File: src/rtl/score_fetch_seq.sv
`default_nettype none
// ============================================================================
//  Module      : score_fetch_seq
//  Description : Steps a score ROM address from a start to an end address at a
//                tempo-selected beat rate, optionally looping the section, and
//                captures each ROM code into note_code with a valid strobe.
//  Revision    : 1.0 - initial release
// ============================================================================
module score_fetch_seq #(
  parameter int ADDR_W   = 10,
  parameter int CODE_W   = 4,
  parameter int TICK_DIV = 6250000,
  parameter int ROM_LAT  = 1
) (
  input  logic              ext_clk_25m,
  input  logic              ext_rst_n,
  input  logic              start,
  input  logic              stop,
  input  logic              pause,
  input  logic              loop_en,
  input  logic [1:0]        tempo,
  input  logic [ADDR_W-1:0] start_addr,
  input  logic [ADDR_W-1:0] end_addr,
  output logic [ADDR_W-1:0] rom_addr,
  input  logic [CODE_W-1:0] rom_q,
  output logic [CODE_W-1:0] note_code,
  output logic              note_valid,
  output logic              busy,
  output logic              done,
  output logic              err
);

  // One extra bit so the counter can also hold the full period value.
  localparam int CNT_W = $clog2(TICK_DIV) + 1;

  typedef enum logic [1:0] {
    IDLE  = 2'd0,
    PLAY  = 2'd1,
    PAUSE = 2'd2,
    DONE  = 2'd3
  } state_t;

  state_t            state_q, state_d;
  logic [ADDR_W-1:0] addr_q, addr_d;
  logic [ADDR_W-1:0] lat_start_q, lat_start_d;
  logic [ADDR_W-1:0] lat_end_q, lat_end_d;
  logic [CNT_W-1:0]  cnt_q, cnt_d;
  logic [CNT_W-1:0]  period_q, period_d;
  // Bit k set means an address update happened k clocks ago; the top bit
  // marks the cycle in which rom_q holds the data for that update.
  logic [ROM_LAT:0]  pend_q, pend_d;
  logic [CODE_W-1:0] code_q, code_d;
  logic              valid_q, valid_d;
  logic              err_q, err_d;

  logic [CNT_W-1:0]  period_sel;
  logic              start_ok;

  // Beat period for the currently requested tempo (tempo 3 runs as tempo 2).
  always_comb begin
    case (tempo)
      2'd0:    period_sel = CNT_W'(TICK_DIV);
      2'd1:    period_sel = CNT_W'(TICK_DIV / 2);
      default: period_sel = CNT_W'(TICK_DIV / 4);
    endcase
  end

  assign start_ok = (start_addr <= end_addr);

  // Next-state, address stepping, beat counting and ROM capture.
  always_comb begin
    state_d     = state_q;
    addr_d      = addr_q;
    lat_start_d = lat_start_q;
    lat_end_d   = lat_end_q;
    cnt_d       = cnt_q;
    period_d    = period_q;
    pend_d      = {pend_q[ROM_LAT-1:0], 1'b0};
    code_d      = code_q;
    valid_d     = 1'b0;
    err_d       = 1'b0;

    // Reads in flight complete regardless of PLAY/PAUSE.
    if (pend_q[ROM_LAT]) begin
      code_d  = rom_q;
      valid_d = 1'b1;
    end

    if (stop) begin
      state_d = IDLE;
      code_d  = '0;
      valid_d = 1'b0;
      pend_d  = '0;
    end else if (start && start_ok) begin
      // Restart drops reads belonging to the previous run.
      state_d     = PLAY;
      lat_start_d = start_addr;
      lat_end_d   = end_addr;
      addr_d      = start_addr;
      cnt_d       = '0;
      period_d    = period_sel;
      code_d      = code_q;
      valid_d     = 1'b0;
      pend_d      = '0;
      pend_d[0]   = 1'b1;
    end else begin
      err_d = start;
      case (state_q)
        PLAY: begin
          if (pause) begin
            state_d = PAUSE;
          end else if (cnt_q == period_q - CNT_W'(1)) begin
            cnt_d    = '0;
            period_d = period_sel;
            if (addr_q < lat_end_q) begin
              addr_d    = addr_q + 1'b1;
              pend_d[0] = 1'b1;
            end else if (loop_en) begin
              addr_d    = lat_start_q;
              pend_d[0] = 1'b1;
            end else begin
              // Section finished: rest note, nothing left to capture.
              state_d = DONE;
              code_d  = '0;
              valid_d = 1'b0;
              pend_d  = '0;
            end
          end else begin
            cnt_d = cnt_q + CNT_W'(1);
          end
        end
        PAUSE: begin
          if (!pause) state_d = PLAY;
        end
        DONE:    state_d = IDLE;
        default: state_d = state_q;
      endcase
    end
  end

  // State and datapath registers with asynchronous reset.
  always_ff @(posedge ext_clk_25m or negedge ext_rst_n) begin
    if (!ext_rst_n) begin
      state_q     <= IDLE;
      addr_q      <= '0;
      lat_start_q <= '0;
      lat_end_q   <= '0;
      cnt_q       <= '0;
      period_q    <= '0;
      pend_q      <= '0;
      code_q      <= '0;
      valid_q     <= 1'b0;
      err_q       <= 1'b0;
    end else begin
      state_q     <= state_d;
      addr_q      <= addr_d;
      lat_start_q <= lat_start_d;
      lat_end_q   <= lat_end_d;
      cnt_q       <= cnt_d;
      period_q    <= period_d;
      pend_q      <= pend_d;
      code_q      <= code_d;
      valid_q     <= valid_d;
      err_q       <= err_d;
    end
  end

  assign rom_addr   = addr_q;
  assign note_code  = code_q;
  assign note_valid = valid_q;
  assign busy       = (state_q == PLAY) || (state_q == PAUSE);
  assign done       = (state_q == DONE);
  assign err        = err_q;

endmodule
`default_nettype wire

File: config.mk
export PLATFORM = sky130hd
export DESIGN_NAME = score_fetch_seq
export DESIGN_NICKNAME = d
export VERILOG_FILES = /design/src/rtl/score_fetch_seq.sv
export SDC_FILE = /design/constraint.sdc
export NUM_CORES = 1
export LEC_CHECK = 0
export ABC_AREA = 1
export BUFFER_PORTS_ARGS = -buffer_cell sky130_fd_sc_hd__clkbuf_2
export CAP_MARGIN = 5
export CELL_PAD_IN_SITES_DETAIL_PLACEMENT = 1
export CELL_PAD_IN_SITES_GLOBAL_PLACEMENT = 1
export CORE_UTILIZATION = 47
export CTS_CLUSTER_SIZE = 28
export DETAILED_ROUTE_END_ITERATION = 16
export PLACE_DENSITY_LB_ADDON = 0.1
export SLEW_MARGIN = 5
export SYNTH_ARGS = -nofsm -noshare
export SYNTH_HDL_FRONTEND = slang
export SYNTH_SLANG_ARGS = --single-unit
File: constraint.sdc
create_clock -name ext_clk_25m -period 5.1 [get_ports ext_clk_25m]
set_input_delay 0.255 -clock ext_clk_25m [delete_from_list [all_inputs] [get_ports ext_clk_25m]]
set_output_delay 0.255 -clock ext_clk_25m [all_outputs]
set_load 0.005 [all_outputs]
==> results of run 1 <==
[metal layers]
| layer | GRT usage | vias to the layer above |
|---|---|---|
| li1 | - | 2588 |
| met1 | 0.354 | 2611 |
| met2 | 0.565 | 108 |
| met3 | 0.0454 | 39 |
| met4 | 0.161 | 0 |
| met5 | 0 | - |
[how the worst max path moves through the flow]
| stage | end | cells after the start | slack, ns | from |
|---|---|---|---|---|
| floorplan | rom_addr[4]$_DFFE_PN0P_ | 18 | 2.83 | period_q[7]$_DFFE_PN0P_ |
| global placement | period_q[19]$_DFFE_PN0P_ | 17 | 1.91 | period_q[7]$_DFFE_PN0P_ |
| detailed placement | rom_addr[2]$_DFFE_PN0P_ | 17 | 1.72 | period_q[7]$_DFFE_PN0P_ |
| CTS | rom_addr[3]$_DFFE_PN0P_ | 17 | 1.72 | period_q[7]$_DFFE_PN0P_ |
| global route | rom_addr[0]$_DFFE_PN0P_ | 17 | 1.48 | period_q[21]$_DFFE_PN0P_ |
| finish | rom_addr[9]$_DFFE_PN0P_ | 17 | 1.71 | period_q[7]$_DFFE_PN0P_ |
[registers in the layout, summed over array words and instances (netlist names)]
| signal | cells |
|---|---|
| note_code | 4 |
| state_q | 2 |
| cnt_q | 24 |
| pend_q | 2 |
| note_valid | 1 |
| lat_end_q | 10 |
| period_q | 7 |
| rom_addr | 10 |
| lat_start_q | 10 |
| err | 1 |
[worst register-to-register path, cell delays in order, from the launching register on]
cell and delay (ns):
dfrtp_1 0.45, inv_2 0.12, ha_1 0.24, ha_1 0.33
nand2_1 0.12, nand2_1 0.07, nor2_1 0.10, nand2_1 0.06
nor2_1 0.11, nand2_1 0.07, nor2_1 0.15, nand3_1 0.11
nor2_2 0.14, nand3_2 0.11, nand2_2 0.51, nand3_2 0.37
nand2_1 0.17, nand2_1 0.06
[per-stage QoR]
step / setup slack [ns] / area (µm²) / hold slack, ns
5_1_grt: 1.48 / 5750 / 0.0926
4_1_cts: 1.72 / 5750 / 0.0736
6_report: 1.71 / 5750 / 0.0129
2_1_floorplan: 2.83 / 5250 / -0.0406
3_5_place_dp: 1.72 / 5580 / 0.461
3_3_place_gp: 1.91 / 5580 / 0.444
[cell type report]
| class | instances | area, µm² | area share |
|---|---|---|---|
| clock inverters | 4 | 48.8 | 0.00848 |
| flip-flops and latches | 71 | 1780 | 0.309 |
| multi-input cells | 592 | 3010 | 0.524 |
| inverters | 93 | 349 | 0.0607 |
| well taps | 140 | 175 | 0.0304 |
| clock buffers | 10 | 128 | 0.0222 |
| repair buffers | 51 | 263 | 0.0457 |
[cell usage in the layout (no fill, tap or decap), types with 3 or more instances in the layout]
cell      instances
nor2_2            4
a21oi_1          23
nor3_1           11
nor2_1           70
nor4_1            6
mux2i_1           4
o21ai_0          47
o211ai_1          4
o21ai_2           3
clkbuf_8          9
nand2_1         250
xnor2_1           8
ha_1             26
nand4_1          30
dfrtp_1          71
nand3_1          60
o21a_1            3
inv_1            90
nand2_2           5
xor2_1           20
clkbuf_2         48
or2_2             5
buf_4             3
[power by group through the flow]
stage	combinational [µW]	clock (µW)	sequential, µW
after floorplan	796	0	814
after global placement	1060	0	867
after detailed placement	1130	0	875
after CTS	1140	449	866
after global routing	1300	473	887
final	1140	444	868
[logic make-up after synthesis]
group           after synthesis  synth area share
compound gates               86            0.0896
xor+xnor                     28            0.0467
fa+ha+maj                    26            0.0619
buf+inv                     117            0.0881
flops                        71             0.338
mux                           4           0.00762
simple gates                448             0.368
==> results.py, run 1 <==
metrics = {
    "logic_synthesis": {
        "synth_edf_count": 0,
        "netlist.area_leader.share": 0.338,
        "yosysUniqueCellTypes": 34,
        "ys_warn_count": 0,
        "synth_cells": 780,
        "synthesis.nets": 838,
        "synthTopCellsByCount": "nand2_1, inv_1, dfrtp_1",
        "synth_area_leaders": "dfrtp_1, nand2_1, inv_1, ha_1, nand3_1",
        "synth-seq-cells": 71,
        "syn_avg_cell_area_um2": 6.73,
        "yosysSeqAreaShare": 0.338,
        "postSynth.asyncResetShare": 1.00,
        "yosysMostFrequentCell": "nand2_1",
        "yosysTopAreaCell": "dfrtp_1",
        "yosys_most_used_dff": "dfrtp_1",
        "synth.cell_area_um2": 5250,
    },
    "timing": {
        "rsz0062_at_grt": "no",
        "post-route-period-util": 0.665,
        "clock-skew-final_ns": 0.0156,
        "final.setup.tns_ns": 0,
        "slew_headroom": 0.371,
        "slew_violations": 0,
        "fmax_ghz": 0.295,
        "setup_viol": 0,
        "min_period_ns": 3.39,
        "worst_slew_pin_slew_ns": 0.943,
        "finalHoldViolCount": 0,
    },
    "power_and_ir_drop": {
        "power_leakage_uw": 0.00298,
        "internal_power_uw": 1300,
        "power_density_nw_per_um2": 426,
        "power.switching_uw": 1150,
        "swShare": 0.471,
        "p_comb_frac": 0.464,
        "vdd_drop_max_mv": 0.194,
        "clock_power_share": 0.181,
        "power.total_uw": 2450,
        "p_seq_frac": 0.355,
    },
    "grt": {
        "first_global_vias": 5631,
        "grt_pass1_wl_um": 27900,
        "grt_start_max_net_pins": 72,
        "grt.total_usage": 0.312,
        "grt_overflow_total": 0,
        "antenna_found_initial": 0,
    },
    "final_layout": {
        "diodes": 0,
        "area_growth_syn_to_layout_pct": 9.53,
        "drive_gt1_frac": 0.107,
        "nFillCells": 1516,
        "final_cells": 961,
        "post-route-util": 0.531,
        "nets": 876,
    },
    "die": {
        "core_um2": 10800,
        "fp.dieW_um": 108,
        "die_y_um": 108,
        "rows": 38,
        "dieArea_um2": 11600,
        "pin_count": 50,
        "start_util": 0.485,
    },
    "cts": {
        "cts_root_buf": "clkbuf_8",
        "cts_resized": 0,
        "insertion_delay_ns": 0.36,
        "cts_setup_buffers": 0,
        "clk_pin_slew_ns": 0.08,
        "cts.sinks": 71,
        "cts_buffer_depth": 2,
        "cts_tree": "done",
        "h-tree-depth": 3,
        "hold_buffers": 0,
        "cts_made_buffers": 9,
    },
    "routing": {
        "routedLengthMet1_um": 7030,
        "drtPass1Iterations": 4,
        "via_count": 5346,
        "drt_iter0_markers": 209,
        "wl_um": 16900,
        "route.met2.wl_um": 8630,
        "top_layer": "met4",
        "dr_wl_met3_um": 524,
        "wire_per_inst_um": 17.6,
        "avgViaCountPerCell": 5.56,
        "final_antenna_net_count": 0,
        "drc": 0,
    },
    "worst_setup_path": {
        "r2r_setup_slack_ns": 1.71,
        "crit_top_cell": "nand2_1",
        "crit_chain": "inv_2 > ha_1 > ha_1 > nand2_1 > nand2_1 > nor2_1 > nand2_1 > nor2_1 > nand2_1 > nor2_1 > nand3_1 > nor2_2 > nand3_2 > nand2_2 > nand3_2 > nand2_1 > nand2_1",
        "crit_fanout": 32,
        "crit_family": "simple AND/OR/NAND/NOR gates",
        "path_buf_inv": 1,
        "r2r_start": "period_q[7]$_DFFE_PN0P_",
        "reg2reg_depth": 17,
        "critPathArrivalTime_ns": 3.64,
        "start_kind": "flop",
        "crit_type": "flop to flop",
        "end_kind": "flop",
        "crit_slowest_cell": "nand2_2",
        "rr_endpoint": "rom_addr[9]$_DFFE_PN0P_",
        "cp_slowest_stage_delay_ns": 0.51,
        "crit_required_ns": 5.35,
    },
    "placed_design": {
        "io_buffers": 49,
        "dp_hpwl_um": 13300,
        "dp.cells": 947,
        "gp_congestion": 0.951,
    },
    "job": {
        "cap_violations": 0,
    },
    "run_status": {
        "status": "complete, no violations",
    },
    "hold_path": {
        "worstHoldPathType": "primary input to asynchronous set/reset pin",
    },
}
(Power assumes the default switching activity.)
==> run 2: changes to the inputs <==
- CORE_UTILIZATION: 47 -> 39
- clock period: 5.1 -> 3 ns (I/O delays scaled with it)
==> run 2 against run 1 <==
Compared with the run above:
- the flow now finishes with violations (negative hold slack)
- die area is 20% higher
- worst hold slack lost 0.070 ns
- combinational power is 75% higher
- critical path depth did not move
- flip-flop and latch count is the same
- cell area increased by 4.5%
- non-clock buffer count rose by 9
- critical path type unchanged
- critical endpoint is now period_q[20]$_DFFE_PN0P_
- largest cell class unchanged
- largest power group unchanged
- highest routed layer unchanged
==> results.py, run 2 (synthesized netlist as in run 1, its figures left out) <==
metrics = {
    "timing": {
        "worst_slew_pin_slew_ns": 0.967,
        "rsz0062_at_grt": "yes",
        "finalHoldViolCount": 28,
        "hold_ws_ns": -0.0569,
        "final.setup.tns_ns": 0,
        "fmax_ghz": 0.358,
        "slew_violations": 0,
        "slew_headroom": 0.356,
        "min_period_ns": 2.79,
        "clock-skew-final_ns": 0.0118,
        "setup_viol": 0,
        "post-route-period-util": 0.932,
    },
    "grt": {
        "grt_overflow_total": 0,
        "grt_pass1_wl_um": 27900,
        "first_global_vias": 5462,
        "grt_start_max_net_pins": 72,
        "antenna_found_initial": 0,
        "grt.total_usage": 0.254,
    },
    "worst_setup_path": {
        "crit_fanout": 13,
        "path_buf_inv": 1,
        "crit_type": "flop to flop",
        "crit_slowest_cell": "dfrtp_1",
        "crit_top_cell": "nand2_1",
        "crit_chain": "inv_1 > ha_1 > ha_1 > nand2_1 > nand2_1 > nor2_1 > nand2_1 > nor2_1 > nand2_1 > nor2_1 > nand3_1 > nor2_2 > nand3_2 > nand2_2 > nand2_2 > nand2_1 > o21ai_2",
        "cp_slowest_stage_delay_ns": 0.42,
        "crit_family": "simple AND/OR/NAND/NOR gates",
        "crit_required_ns": 3.21,
        "end_kind": "flop",
        "start_kind": "flop",
        "critPathArrivalTime_ns": 3.01,
    },
    "routing": {
        "top_layer": "met4",
        "wire_per_inst_um": 16.8,
        "drt_iter0_markers": 307,
        "final_antenna_net_count": 0,
        "routedLengthMet1_um": 7320,
        "wl_um": 16900,
        "route.met2.wl_um": 8700,
        "avgViaCountPerCell": 5.22,
        "via_count": 5255,
        "drc": 0,
        "drtPass1Iterations": 4,
        "dr_wl_met3_um": 414,
    },
    "die": {
        "pin_count": 50,
        "rows": 42,
        "dieArea_um2": 13900,
        "fp.dieW_um": 118,
        "start_util": 0.398,
        "core_um2": 13200,
        "die_y_um": 118,
    },
    "cts": {
        "cts_root_buf": "clkbuf_16",
        "clk_pin_slew_ns": 0.06,
        "cts_tree": "done",
        "cts.sinks": 71,
        "cts_resized": 0,
        "h-tree-depth": 3,
        "cts_made_buffers": 9,
        "cts_buffer_depth": 2,
        "insertion_delay_ns": 0.34,
        "hold_buffers": 0,
    },
    "placed_design": {
        "gp_congestion": 0.932,
        "io_buffers": 49,
        "place_area_um2": 5700,
        "dp.cells": 992,
        "dp_hpwl_um": 13400,
    },
    "final_layout": {
        "final_cell_mix": "nand2_1, inv_1, dfrtp_1, nor2_1, nand3_1",
        "drive_gt1_frac": 0.118,
        "regMostFlops": "cnt_q",
        "final_cells": 1007,
        "area_growth_syn_to_layout_pct": 14.4,
        "diodes": 0,
        "nFillCells": 1741,
        "largest_register_ffs": 24,
        "final_common_cell": "nand2_1",
        "nets": 885,
        "design_area_um2": 6010,
    },
    "hold_path": {
        "worstHoldPathType": "primary input to asynchronous set/reset pin",
    },
    "job": {
        "cap_violations": 0,
    },
    "run_status": {
        "status": "complete, but fails checks",
        "violations": "negative hold slack",
    },
    "power_and_ir_drop": {
        "power_density_nw_per_um2": 758,
        "power.total_uw": 4550,
        "vdd_drop_max_mv": 0.336,
        "power_leakage_uw": 0.00309,
    },
}
[run 2: changes by cell type in the layout (fill, tap and decap cells not counted), sizes merged]
| cell | change |
|---|---|
| clkinv | -2 |
| buf | +9 |
| clkbuf | +3 |
[run 2: metal layers]
| metal | vias up | global-route usage |
|---|---|---|
| met5 | - | 0 |
| met4 | 0 | 0.103 |
| met3 | 27 | 0.0329 |
| met2 | 80 | 0.460 |
| met1 | 2540 | 0.301 |
| li1 | 2608 | - |
[run 2: worst paths after layout]
path                                            start                          to  slack, ns  cells past startpoint
setup / recovery             period_q[21]$_DFFE_PN0P_    period_q[20]$_DFFE_PN0P_       0.21                     17
hold / removal                              ext_rst_n        cnt_q[3]$_DFFE_PN0P_      -0.06                      1
setup reg to reg             period_q[21]$_DFFE_PN0P_    period_q[20]$_DFFE_PN0P_       0.21                     17
hold reg to reg            lat_start_q[6]$_DFFE_PN0P_  lat_start_q[6]$_DFFE_PN0P_       0.48                      2
max in group asynchronous                   ext_rst_n    period_q[18]$_DFFE_PN0P_       2.40                      1
min in group ext_clk_25m                         stop               err$_DFF_PN0_       0.02                      2
[run 2: where the power goes]
part	internal, µW	switching, µW	total (µW)
clock network	709	400	1110
registers	1160	287	1450
logic	727	1270	2000
[run 2: repair_timing]
item	4_1_cts	5_1_grt
setup buffers	0	0
endpoints found under the setup margin	0	16
endpoints found under the hold margin	0	0
[run 2: cell type report]
cell class | instances | area [µm²] | share of cell area
multi-input cells | 592 | 3010 | 0.501
flip-flops and latches | 71 | 1780 | 0.296
inverters | 93 | 349 | 0.0581
repair buffers | 60 | 343 | 0.0570
clock buffers | 13 | 270 | 0.0450
well taps | 176 | 220 | 0.0366
clock inverters | 2 | 38.8 | 0.00645
[run 2: per-stage QoR]
step	worst slack (ns)	util
after detailed placement	0.221	0.432
after floorplan	0.727	-
after global placement	0.332	0.432
after global routing	-0.0593	0.456
final	0.205	0.456
after CTS	0.211	0.456
[run 2: worst register-to-register path: stages, from the launching register on]
cell and delay [ns]:
dfrtp_1 0.42, inv_1 0.14, ha_1 0.22, ha_1 0.31, nand2_1 0.10, nand2_1 0.06, nor2_1 0.08, nand2_1 0.05
nor2_1 0.09, nand2_1 0.06, nor2_1 0.13, nand3_1 0.10, nor2_2 0.15, nand3_2 0.11, nand2_2 0.20, nand2_2 0.24
nand2_1 0.16, o21ai_2 0.06
==> run 3: changes to the inputs <==
- PLACE_DENSITY: default -> 0.77
- PLACE_DENSITY_LB_ADDON: 0.1 -> default
==> run 3 against run 2 <==
Compared with the run above:
- the run now ends clean
- count of clock-buffer cells in the layout down 3
- critical path depth is 1 higher
- wire length grew 2.5%
- non-clock buffer count is 4 higher
- register-to-register slack gained 0.06 ns
- via count up 1.0%
==> results.py, run 3 (synthesized netlist as in run 1, its figures left out) <==
metrics = {
    "timing": {
        "post-route-period-util": 0.911,
        "clock-skew-final_ns": 0.0109,
        "slew_headroom": 0.364,
        "fin_ws_ns": 0.268,
        "rsz0062_at_grt": "no",
        "setup_viol": 0,
        "final.setup.tns_ns": 0,
        "finalHoldViolCount": 0,
        "fmax_ghz": 0.366,
        "slew_violations": 0,
        "worst_slew_pin_slew_ns": 0.955,
        "min_period_ns": 2.73,
    },
    "worst_setup_path": {
        "crit_fanout": 25,
        "end_kind": "flop",
        "startpoint": "period_q[21]$_DFFE_PN0P_",
        "crit_required_ns": 3.22,
        "r2r_setup_slack_ns": 0.27,
        "crit_type": "flop to flop",
        "reg2reg_depth": 18,
        "start_kind": "flop",
        "rr_endpoint": "cnt_q[3]$_DFFE_PN0P_",
        "r2r_start": "period_q[21]$_DFFE_PN0P_",
        "critPathArrivalTime_ns": 2.96,
    },
    "final_layout": {
        "diodes": 0,
        "regMostFlops": "cnt_q",
        "final_common_cell": "nand2_1",
        "drive_gt1_frac": 0.123,
        "post-route-util": 0.460,
        "nets": 889,
        "largest_register_ffs": 24,
        "final_cells": 1011,
        "area_growth_syn_to_layout_pct": 15.5,
        "final_cell_mix": "nand2_1, inv_1, nor2_1, dfrtp_1, nand3_1",
    },
    "routing": {
        "wire_per_inst_um": 17.1,
        "drc": 0,
        "drt_iter0_markers": 329,
        "drtPass1Iterations": 4,
        "wl_um": 17300,
        "via_count": 5308,
        "avgViaCountPerCell": 5.25,
        "final_antenna_net_count": 0,
    },
    "grt": {
        "grt_start_max_net_pins": 72,
        "grt.total_usage": 0.263,
        "grt_pass1_wl_um": 28900,
        "antenna_found_initial": 0,
        "grt_overflow_total": 0,
        "first_global_vias": 5718,
    },
    "hold_path": {
        "worstHoldPathType": "primary input to flop",
        "hold_start": "stop",
        "hold_depth": 2,
        "hold-path-endpoint": "err$_DFF_PN0_",
    },
    "placed_design": {
        "gp_congestion": 0.955,
        "dp.cells": 992,
        "dp_hpwl_um": 13400,
        "preCtsSetupSlack_ns": 0.0886,
        "io_buffers": 49,
    },
    "cts": {
        "cts_buffer_depth": 2,
        "cts_root_buf": "clkbuf_16",
        "cts.sinks": 71,
        "cts_made_buffers": 9,
        "insertion_delay_ns": 0.34,
        "cts_tree": "done",
        "clk_pin_slew_ns": 0.06,
        "h-tree-depth": 3,
    },
    "die": {
        "die_y_um": 118,
        "dieArea_um2": 13900,
        "start_util": 0.398,
        "core_um2": 13200,
        "pin_count": 50,
        "fp.dieW_um": 118,
        "rows": 42,
    },
    "power_and_ir_drop": {
        "power.total_uw": 4630,
        "vdd_drop_max_mv": 0.356,
        "power_leakage_uw": 0.00311,
        "power_density_nw_per_um2": 763,
    },
    "run_status": {
        "status": "complete, no violations",
    },
    "job": {
        "cap_violations": 0,
    },
}
run 3: changes by cell type in the layout (fill, tap and decap cells not counted), moves of 2 or more:
cell,before,now
nand2_4,0,2
clkbuf_8,3,0
nand2_2,5,3
clkinvlp_4,0,2
buf_4,11,14
run 3: timing repair:
item | in CTS | in global routing
hold buffers | 1 | 0
setup buffers | 0 | 3
hold endpoints to repair | 7 | 0
gates resized for setup | 0 | 5
endpoints found under the setup margin | 0 | 37
run 3: metrics by stage:
stage	cell area [µm²]	hold slack, ns
2_1_floorplan	5250	-0.146
3_3_place_gp	5700	0.345
3_5_place_dp	5700	0.353
4_1_cts	6020	0.0139
5_1_grt	6070	0.0166
6_report	6070	0.0234
run 3: critical path: stages (launching register included):
cell and delay, ns:
dfrtp_2 0.41, inv_2 0.08, ha_1 0.21, ha_1 0.33, nand2_1 0.10, nand2_1 0.06
nor2_1 0.10, nand2_1 0.06, nor2_1 0.09, nand2_1 0.07, nor2_1 0.15, nand3_1 0.12
nor2_2 0.19, nand3_2 0.13, nand2_4 0.16, buf_12 0.19, nor2_1 0.06, nand2_1 0.06
nand2_1 0.05
run 3: cell type report:
type,instances,area [µm²]
clock inverter,5,83.8
clock buffer,10,229
timing repair buffer,64,375
fill,1736,7120
multi-input combinational,592,3030
tap,176,220
sequential,71,1780
inverter,93,349
run 3: power breakdown:
group          internal, µW  switching, µW  total (µW)
sequential             1160            286        1450
combinational           735           1310        2040
clock                   725            418        1140
total                  2620           2010        4630
run 3: worst max-delay path by stage:
stage                              endpoint  slack [ns]  cells past startpoint
floorplan           rom_addr[4]$_DFFE_PN0P_        0.73                     18
global placement    rom_addr[6]$_DFFE_PN0P_        0.24                     17
detailed placement  rom_addr[3]$_DFFE_PN0P_        0.09                     17
CTS                 rom_addr[4]$_DFFE_PN0P_        0.06                     17
global route        rom_addr[5]$_DFFE_PN0P_        0.02                     17
finish                 cnt_q[3]$_DFFE_PN0P_        0.27                     18
run 3: routing by layer:
layer / vias to the layer above / wire length (µm) / GRT usage
met5: - / 0 / 0
met4: 0 / 388 / 0.0889
met3: 23 / 558 / 0.0484
met2: 105 / 9000 / 0.473
met1: 2565 / 7380 / 0.311
li1: 2615 / - / -
